## src/rtl/sobel_mode_ctrl.sv

```systemverilog
// Frame-synchronous mode controller and output selector for the camera-to-VGA filter chain.
// Mode changes take effect only at frame boundaries; Sobel entry is muted while line buffers refill.
module sobel_mode_ctrl #(
  parameter int H_RES       = 640,
  parameter int V_RES       = 480,
  parameter int SOBEL_LAT   = 2,
  parameter int MUTE_FRAMES = 1,
  parameter int TH_DEFAULT  = 16
) (
  input  logic       clk,
  input  logic       reset,
  input  logic       btn_mode,
  input  logic       cfg_valid,
  output logic       cfg_ready,
  input  logic [1:0] cfg_mode,
  input  logic [7:0] cfg_thresh,
  input  logic       de_in,
  input  logic [9:0] x_in,
  input  logic [9:0] y_in,
  input  logic [3:0] r_in,
  input  logic [3:0] g_in,
  input  logic [3:0] b_in,
  input  logic       sobel_de,
  input  logic [3:0] sobel_r,
  input  logic [3:0] sobel_g,
  input  logic [3:0] sobel_b,
  output logic [1:0] mode_active,
  output logic [7:0] th_edge,
  output logic       busy,
  output logic       de_out,
  output logic [3:0] r_out,
  output logic [3:0] g_out,
  output logic [3:0] b_out,
  output logic [1:0] dbg_state,
  output logic [1:0] dbg_pend_mode
);

  typedef enum logic [1:0] {RUN = 2'd0, PEND = 2'd1, MUTE = 2'd2} state_t;

  localparam logic [1:0] M_BYPASS = 2'd0;
  localparam logic [1:0] M_GRAY   = 2'd1;
  localparam logic [1:0] M_SOBEL  = 2'd2;
  localparam logic [1:0] MUTE_INIT = 2'(MUTE_FRAMES);

  typedef struct packed {
    logic       de;
    logic [3:0] r;
    logic [3:0] g;
    logic [3:0] b;
    logic [1:0] mode;
    logic       mute;
  } pipe_t;

  state_t     state, state_nx;
  logic [1:0] pend_mode, pend_mode_nx;
  logic [7:0] pend_th, pend_th_nx;
  logic [1:0] mode_nx;
  logic [7:0] th_nx;
  logic [1:0] mute_cnt, mute_cnt_nx;
  logic       btn_prev;

  logic       frame_end, cfg_acc, btn_req, req;
  logic [1:0] btn_base, req_mode;
  logic [7:0] req_th;

  // Handshake: a config request transfers on any rising clk edge where cfg_valid && cfg_ready.
  assign cfg_ready     = (state != MUTE);
  assign busy          = (state != RUN);
  assign dbg_state     = state;
  assign dbg_pend_mode = pend_mode;

  assign frame_end = de_in && (x_in == 10'(H_RES - 1)) && (y_in == 10'(V_RES - 1));

  always_comb begin
    cfg_acc  = cfg_valid && cfg_ready;
    btn_req  = btn_mode && !btn_prev && (state != MUTE) && !cfg_acc;
    req      = cfg_acc || btn_req;
    btn_base = (state == PEND) ? pend_mode : mode_active;
    if (cfg_acc) begin
      req_mode = (cfg_mode == 2'd3) ? M_BYPASS : cfg_mode;
      req_th   = cfg_thresh;
    end else begin
      req_mode = (btn_base == M_SOBEL) ? M_BYPASS : btn_base + 2'd1;
      req_th   = th_edge;
    end
  end

  always_comb begin
    state_nx     = state;
    pend_mode_nx = pend_mode;
    pend_th_nx   = pend_th;
    mode_nx      = mode_active;
    th_nx        = th_edge;
    mute_cnt_nx  = mute_cnt;
    case (state)
      RUN: begin
        if (req) begin
          pend_mode_nx = req_mode;
          pend_th_nx   = req_th;
          state_nx     = PEND;
        end
      end
      PEND: begin
        if (frame_end) begin
          mode_nx = pend_mode;
          th_nx   = pend_th;
          // A request landing on frame_end waits for the next frame.
          if (req) begin
            pend_mode_nx = req_mode;
            pend_th_nx   = req_th;
          end else if (pend_mode == M_SOBEL && mode_active != M_SOBEL) begin
            mute_cnt_nx = MUTE_INIT;
            state_nx    = MUTE;
          end else begin
            state_nx = RUN;
          end
        end else if (req) begin
          pend_mode_nx = req_mode;
          pend_th_nx   = req_th;
        end
      end
      MUTE: begin
        if (frame_end) begin
          mute_cnt_nx = mute_cnt - 2'd1;
          if (mute_cnt <= 2'd1) state_nx = RUN;
        end
      end
      default: state_nx = RUN;
    endcase
  end

  always_ff @(posedge clk) begin
    if (reset) begin
      state       <= RUN;
      pend_mode   <= M_BYPASS;
      pend_th     <= 8'(TH_DEFAULT);
      mode_active <= M_BYPASS;
      th_edge     <= 8'(TH_DEFAULT);
      mute_cnt    <= 2'd0;
      btn_prev    <= 1'b0;
    end else begin
      state       <= state_nx;
      pend_mode   <= pend_mode_nx;
      pend_th     <= pend_th_nx;
      mode_active <= mode_nx;
      th_edge     <= th_nx;
      mute_cnt    <= mute_cnt_nx;
      btn_prev    <= btn_mode;
    end
  end

  // Raw pixel, mode and mute travel together so the select flips exactly at the frame edge.
  pipe_t pipe [SOBEL_LAT];
  pipe_t dly;
  logic [5:0] gsum;
  logic [3:0] g4;
  logic       de_nx;
  logic [3:0] r_nx, g_nx, b_nx;

  always_ff @(posedge clk) begin
    if (reset) begin
      for (int i = 0; i < SOBEL_LAT; i++) pipe[i] <= '0;
    end else begin
      pipe[0] <= {de_in, r_in, g_in, b_in, mode_active, state == MUTE};
      for (int i = 1; i < SOBEL_LAT; i++) pipe[i] <= pipe[i-1];
    end
  end

  assign dly  = pipe[SOBEL_LAT-1];
  assign gsum = {2'b00, dly.r} + {1'b0, dly.g, 1'b0} + {2'b00, dly.b};
  assign g4   = 4'(gsum >> 2);

  always_comb begin
    de_nx = dly.de;
    r_nx  = 4'd0;
    g_nx  = 4'd0;
    b_nx  = 4'd0;
    if (dly.de && !dly.mute) begin
      case (dly.mode)
        M_GRAY: begin
          r_nx = g4;
          g_nx = g4;
          b_nx = g4;
        end
        M_SOBEL: begin
          if (sobel_de) begin
            r_nx = sobel_r;
            g_nx = sobel_g;
            b_nx = sobel_b;
          end
        end
        default: begin
          r_nx = dly.r;
          g_nx = dly.g;
          b_nx = dly.b;
        end
      endcase
    end
  end

  always_ff @(posedge clk) begin
    if (reset) begin
      de_out <= 1'b0;
      r_out  <= 4'd0;
      g_out  <= 4'd0;
      b_out  <= 4'd0;
    end else begin
      de_out <= de_nx;
      r_out  <= r_nx;
      g_out  <= g_nx;
      b_out  <= b_nx;
    end
  end

endmodule

```

## config.mk

```make
export PLATFORM = sky130hd
export DESIGN_NAME = sobel_mode_ctrl
export DESIGN_NICKNAME = d
export VERILOG_FILES = /design/src/rtl/sobel_mode_ctrl.sv
export SDC_FILE = /design/constraint.sdc
export NUM_CORES = 1
export LEC_CHECK = 0
export ABC_CLOCK_PERIOD_IN_PS = 3220
export CORE_MARGIN = 4
export CORE_UTILIZATION = 49
export CTS_BUF_LIST = sky130_fd_sc_hd__clkbuf_8 sky130_fd_sc_hd__clkbuf_16
export DETAILED_ROUTE_END_ITERATION = 16
export GPL_ROUTABILITY_DRIVEN = 0
export PLACE_DENSITY = 0.84
export SYNTH_ARGS = -nofsm -noshare
export SYNTH_HDL_FRONTEND = slang
export SYNTH_SLANG_ARGS = --single-unit
```

## constraint.sdc

```tcl
create_clock -name clk -period 3.22 [get_ports clk]
set_clock_uncertainty 0.05 [all_clocks]
set_input_delay 0.322 -clock clk [delete_from_list [all_inputs] [get_ports clk]]
set_output_delay 0.322 -clock clk [all_outputs]
set_load 0.02 [all_outputs]
```

== Word level (Yosys, flattened, before mapping) ==
Memory sizes are Yosys's and may differ from the RTL's.
Index checks and enable logic that the tools add are counted.
Cells by class
  $lt $le $gt $ge: 1
  bitwise gates (word level): 3
  equality and inequality tests: 17
  reductions and logical operators: 21
  $add $sub $neg: 4
  muxes and demuxes: 28
Operators by type and width (count)
  $mux 16: 2
  $mux 2: 14
  $pmux 4 s2: 3
  $ne 2x2->1 const B: 7
  $mux 4: 3
  $eq 10x10->1 const B: 1
  $eq 10x9->1 const B: 1
  $eq 2x2->1 const B: 5
  $reduce_and 5->1: 2
  $logic_and 1x1->1: 8
  $mux 8: 1
  $add 4x5->6: 1
  $add 6x4->6: 1
  $pmux 2 s3: 1
  $eq 2x1->1 const B: 2
  $pmux 2 s2: 1
  $reduce_and 2->1: 2
  $reduce_bool 2->1: 2
  $reduce_or 2->1: 2
  $logic_not 1->1: 3
  $mux 1: 3
  $add 2x1->2 const B: 1
  $le 2x1->1 const B: 1
  $logic_not 2->1: 1
  other kinds (5): 6
Word-level totals
  memory bits (writable): 32
  logic and storage cells: 86
  register bits: 38
  output and inout port bits: 29
  input port bits: 60
  memories kept: 1
Memory list
  pipe: words 2, bits a word 16, rd ports 2, clocked after Yosys merged registers in 0, write ports 2, line 153  | pipe_t pipe [SOBEL_LAT];

== Logic depth before layout (Yosys ltp) ==
  depth after elaboration: 8
  depth in mapped cells: 9
  depth with buffers taken out: 9

== Worst setup path after synthesis ==
Ideal clock, no wire load.
  path type: flip-flop to flip-flop
  from: memory pipe[0][20] (netlist name)
  to: register b_out[3]
  setup time: 138 ps
  period minus slack after synthesis: 2058 ps
  arrival time: 1870 ps
  stages on the path, launching flop included: 9
  required time: 3032 ps
  buffers on the path: 0
  slack: 1162 ps
  cell sequence: dfxtp_1 > inv_1 > fa_1 > nor2_1 > fa_1 > a21oi_1 > nor2b_1 > o21ai_0 > a211oi_1
RTL lines
  from (decl): line 153
  to (signal assigned): line 211  | b_out <= b_nx;
  to (decl): line 33  | output logic [3:0] b_out,

==> key figures <==
Route
  • Detailed-route DRC error count: 0
  • DRT Wirelength: 6.05 mm
  • Via count: 2262
  • Post-DR vias/cell: 5.04
  • DRC marker count from the first detailed-route iteration: 67
  • DRT Pass-1 Iters: 4
  • Routed wire length per instance: 13.5 um
  • Post-route ant nets: 0

Die
  • Core Area: 5540 sq um
  • Die height: 83.7 um
  • Die ar.: 7010 sq um
  • # rows: 27
  • Starting Density: 50.7%
  • # IOs: 89
  • DIE WIDTH: 83.7 um

Global route
  • Initial antenna violation count: 0
  • First-pass GRT wire length: 10.1 mm
  • Gr ovfl total: 0
  • Global Route Usage Sum: 17.9%
  • Largest net degree at the start of global routing: 42
  • Vias in the first global route: 2259

CTS
  • CTS tree: yes
  • Post-CTS resize count: 0
  • Worst skew pair latency: 340 ps
  • CTS Buffer Depth: 2
  • Htree depth: 3
  • Setup bufs post-CTS: 0
  • Root buffer cell: clkbuf_8
  • Clock slew at reported path FFs: 80 ps
  • Hold_buf cts: 0
  • CTS buffer count: 9
  • Clock Sinks: 70

Cells and area
  • Most common cell after layout, fill and taps aside: clkdlybuf4s50_1
  • Finished Layout Cells: 449
  • Most frequent cells in the layout: clkdlybuf4s50_1 (87), dfxtp_1 (70), nor2b_1 (39)
  • # diodes: 0
  • Area delta synth->final: 40.4%
  • Fin nets: 442
  • Layout cells sized above 1: 10.1%

Logic synthesis
  • Syn_nets: 355
  • Gate Count Post-Synth: 285
  • Syn Std Cell Area: 2810 sq um
  • FF+latch count, synth: 70
  • Yosys top cell area share: 49.8%
  • Synth top area cells: dfxtp_1 (50%), nor2b_1 (8.7%), mux2i_1 (3.9%)
  • Seq/Total Area, Yosys: 49.8%
  • Post-synth EDFFs: 0
  • Top FF cell, synth: dfxtp_1
  • Mapped Avg Cell Area: 9.86 sq um
  • Synth cell types: 44
  • Warnings from Yosys: 0
  • Yosys top cell by area: dfxtp_1
  • Asr flop ratio synth: 0%

Critical path
  • Max stage delay on crit path: 570 ps
  • CP most frequent cell: fa_1
  • Crit. End Element: register
  • Slowest cell on crit path: fa_1
  • Worst Path Max Fanout: 3
  • Arr. time, crit path: 2540 ps
  • WP data required: 3370 ps
  • Crit path kind: register to register
  • Startpoint types: register
  • Crit-path cells: inv_1 > fa_1 > nor2_1 > fa_1 > a21oi_1 > nor2b_1 > o21ai_0 > a211oi_1

STA
  • Max Slew Vio Count: 0
  • Slew Limit Headroom: 60.8%
  • Fin. Hold Viols: 0
  • Tcrit/Tclk final: 74.2%
  • Setup repair after global routing missed its margin: no
  • Fin crit period: 2390 ps
  • Setup tns final: 0 ps
  • Final setup fails: 0
  • Slew @ Worst Pin: 587 ps
  • Max frequency: 418 MHz

Power
  • Sw frac: 22.5%
  • Total power: 0.00185 W
  • NetSw: 0.000416 W
  • Leakage: 1.54 nW
  • Sequential power share: 48.8%
  • Comb pwr share: 9.5%
  • Cell internal pwr: 0.00144 W
  • Power per standard cell area: 469 nW/um^2
  • VDD IR-drop max: 0.258 mV
  • Clk pwr share: 41.6%

Flow run
  • Max_cap viols: 0

Run status
  • Status: complete, no violations

Placement
  • DP Wirelength: 4.40 mm
  • Cells after DPL: 433
  • IO buf count: 88

Min path
  • Worst Hold Class: primary input to register
-- area by class of cell --
class	count	area [sq um]
Sequential cell	70	1400
Tap cell	72	90.1
Fill cell	430	1590
Timing Repair Buffer	90	891
Clock inverter	7	97.6
Multi-Input combinational cell	182	1270
Clock buffer	9	124
Inverter	19	71.3
-- stage by stage --
stage                     util (%)  hold WS (ps)  worst slack, ps  cell area, sq um
after CTS                     71.3           211              828              3950
final                         71.3           227              830              3950
after detailed placement      67.3           374              975              3730
after global routing          71.3           224              714              3950
after global placement        67.3           369             1050              3730
after floorplan                  -           355             1160              2810
-- critical path, delay by kind of cell, from the launching register on --
| family | cells | cell delay (ps) |
|---|---|---|
| compound gates | 3 | 700 |
| simple gates | 2 | 140 |
| buf+inv | 1 | 70 |
| flops | 1 | 320 |
| fa+ha+maj | 2 | 970 |
-- worst paths after layout --
path / start / end / slack (ps) / depth (start not counted)
worst max-delay path: pipe[0][20] / b_out[3] / 830 / 8
worst min-delay path: reset / pipe[0][22] / 230 / 2
worst min register to register: pipe[0][13] / pipe[0][29] / 390 / 1
worst max register to register: pipe[0][20] / b_out[3] / 830 / 8
-- power by group through the flow --
stage	clock network (W)	registers, W	logic [W]
CTS	0.000796	0.000905	0.000178
finish	0.000772	0.000905	0.000176
detailed placement	0	0.000925	0.000176
global placement	0	0.000925	0.000172
global route	0.000836	0.000909	0.000192
floorplan	0	0.000928	0.0000746
-- Yosys cell counts, drive strengths merged (2+ instances only) --
library cell,n
a211oi,4
a21oi,12
a221oi,9
a311oi,7
a31oi,2
buf,7
clkbuf,7
dfxtp,70
fa,4
ha,6
inv,19
mux2,2
mux2i,11
nand2,26
nand2b,3
nand3,9
nand4,4
nor2,21
nor2b,40
o21ai,8
or2,2
xor2,2
-- routing by layer --
layer | track usage [%] | up-vias | part of all wire, %
met4 | 7.75 | 0 | 1.4
met3 | 6.81 | 8 | 7.1
li1 | - | 1138 | -
met1 | 20.0 | 1053 | 42
met2 | 30.2 | 63 | 50
met5 | 0 | - | 0
-- flip-flops by register name (all words and copies together) (netlist names) --
name / flops
mode_active: 2
dbg_state: 2
r_out: 4
th_edge: 8
dbg_pend_mode: 2
de_out: 1
pend_th: 8
g_out: 4
btn_prev: 1
mute_cnt: 2
pipe: 32
b_out: 4
-- kinds of logic after synthesis --
logic type / Yosys count / synth area share [%]
XOR/XNOR: 2 / 0.623
adder cells (fa/ha/maj): 10 / 5.52
multiplexers: 13 / 4.72
flip-flops: 70 / 49.8
AO/OA/AOI/OAI: 47 / 12.9
buffers and inverters: 33 / 4.89
AND/OR/NAND/NOR: 110 / 21.5
No activity file was read; power rests on OpenSTA's default activity.
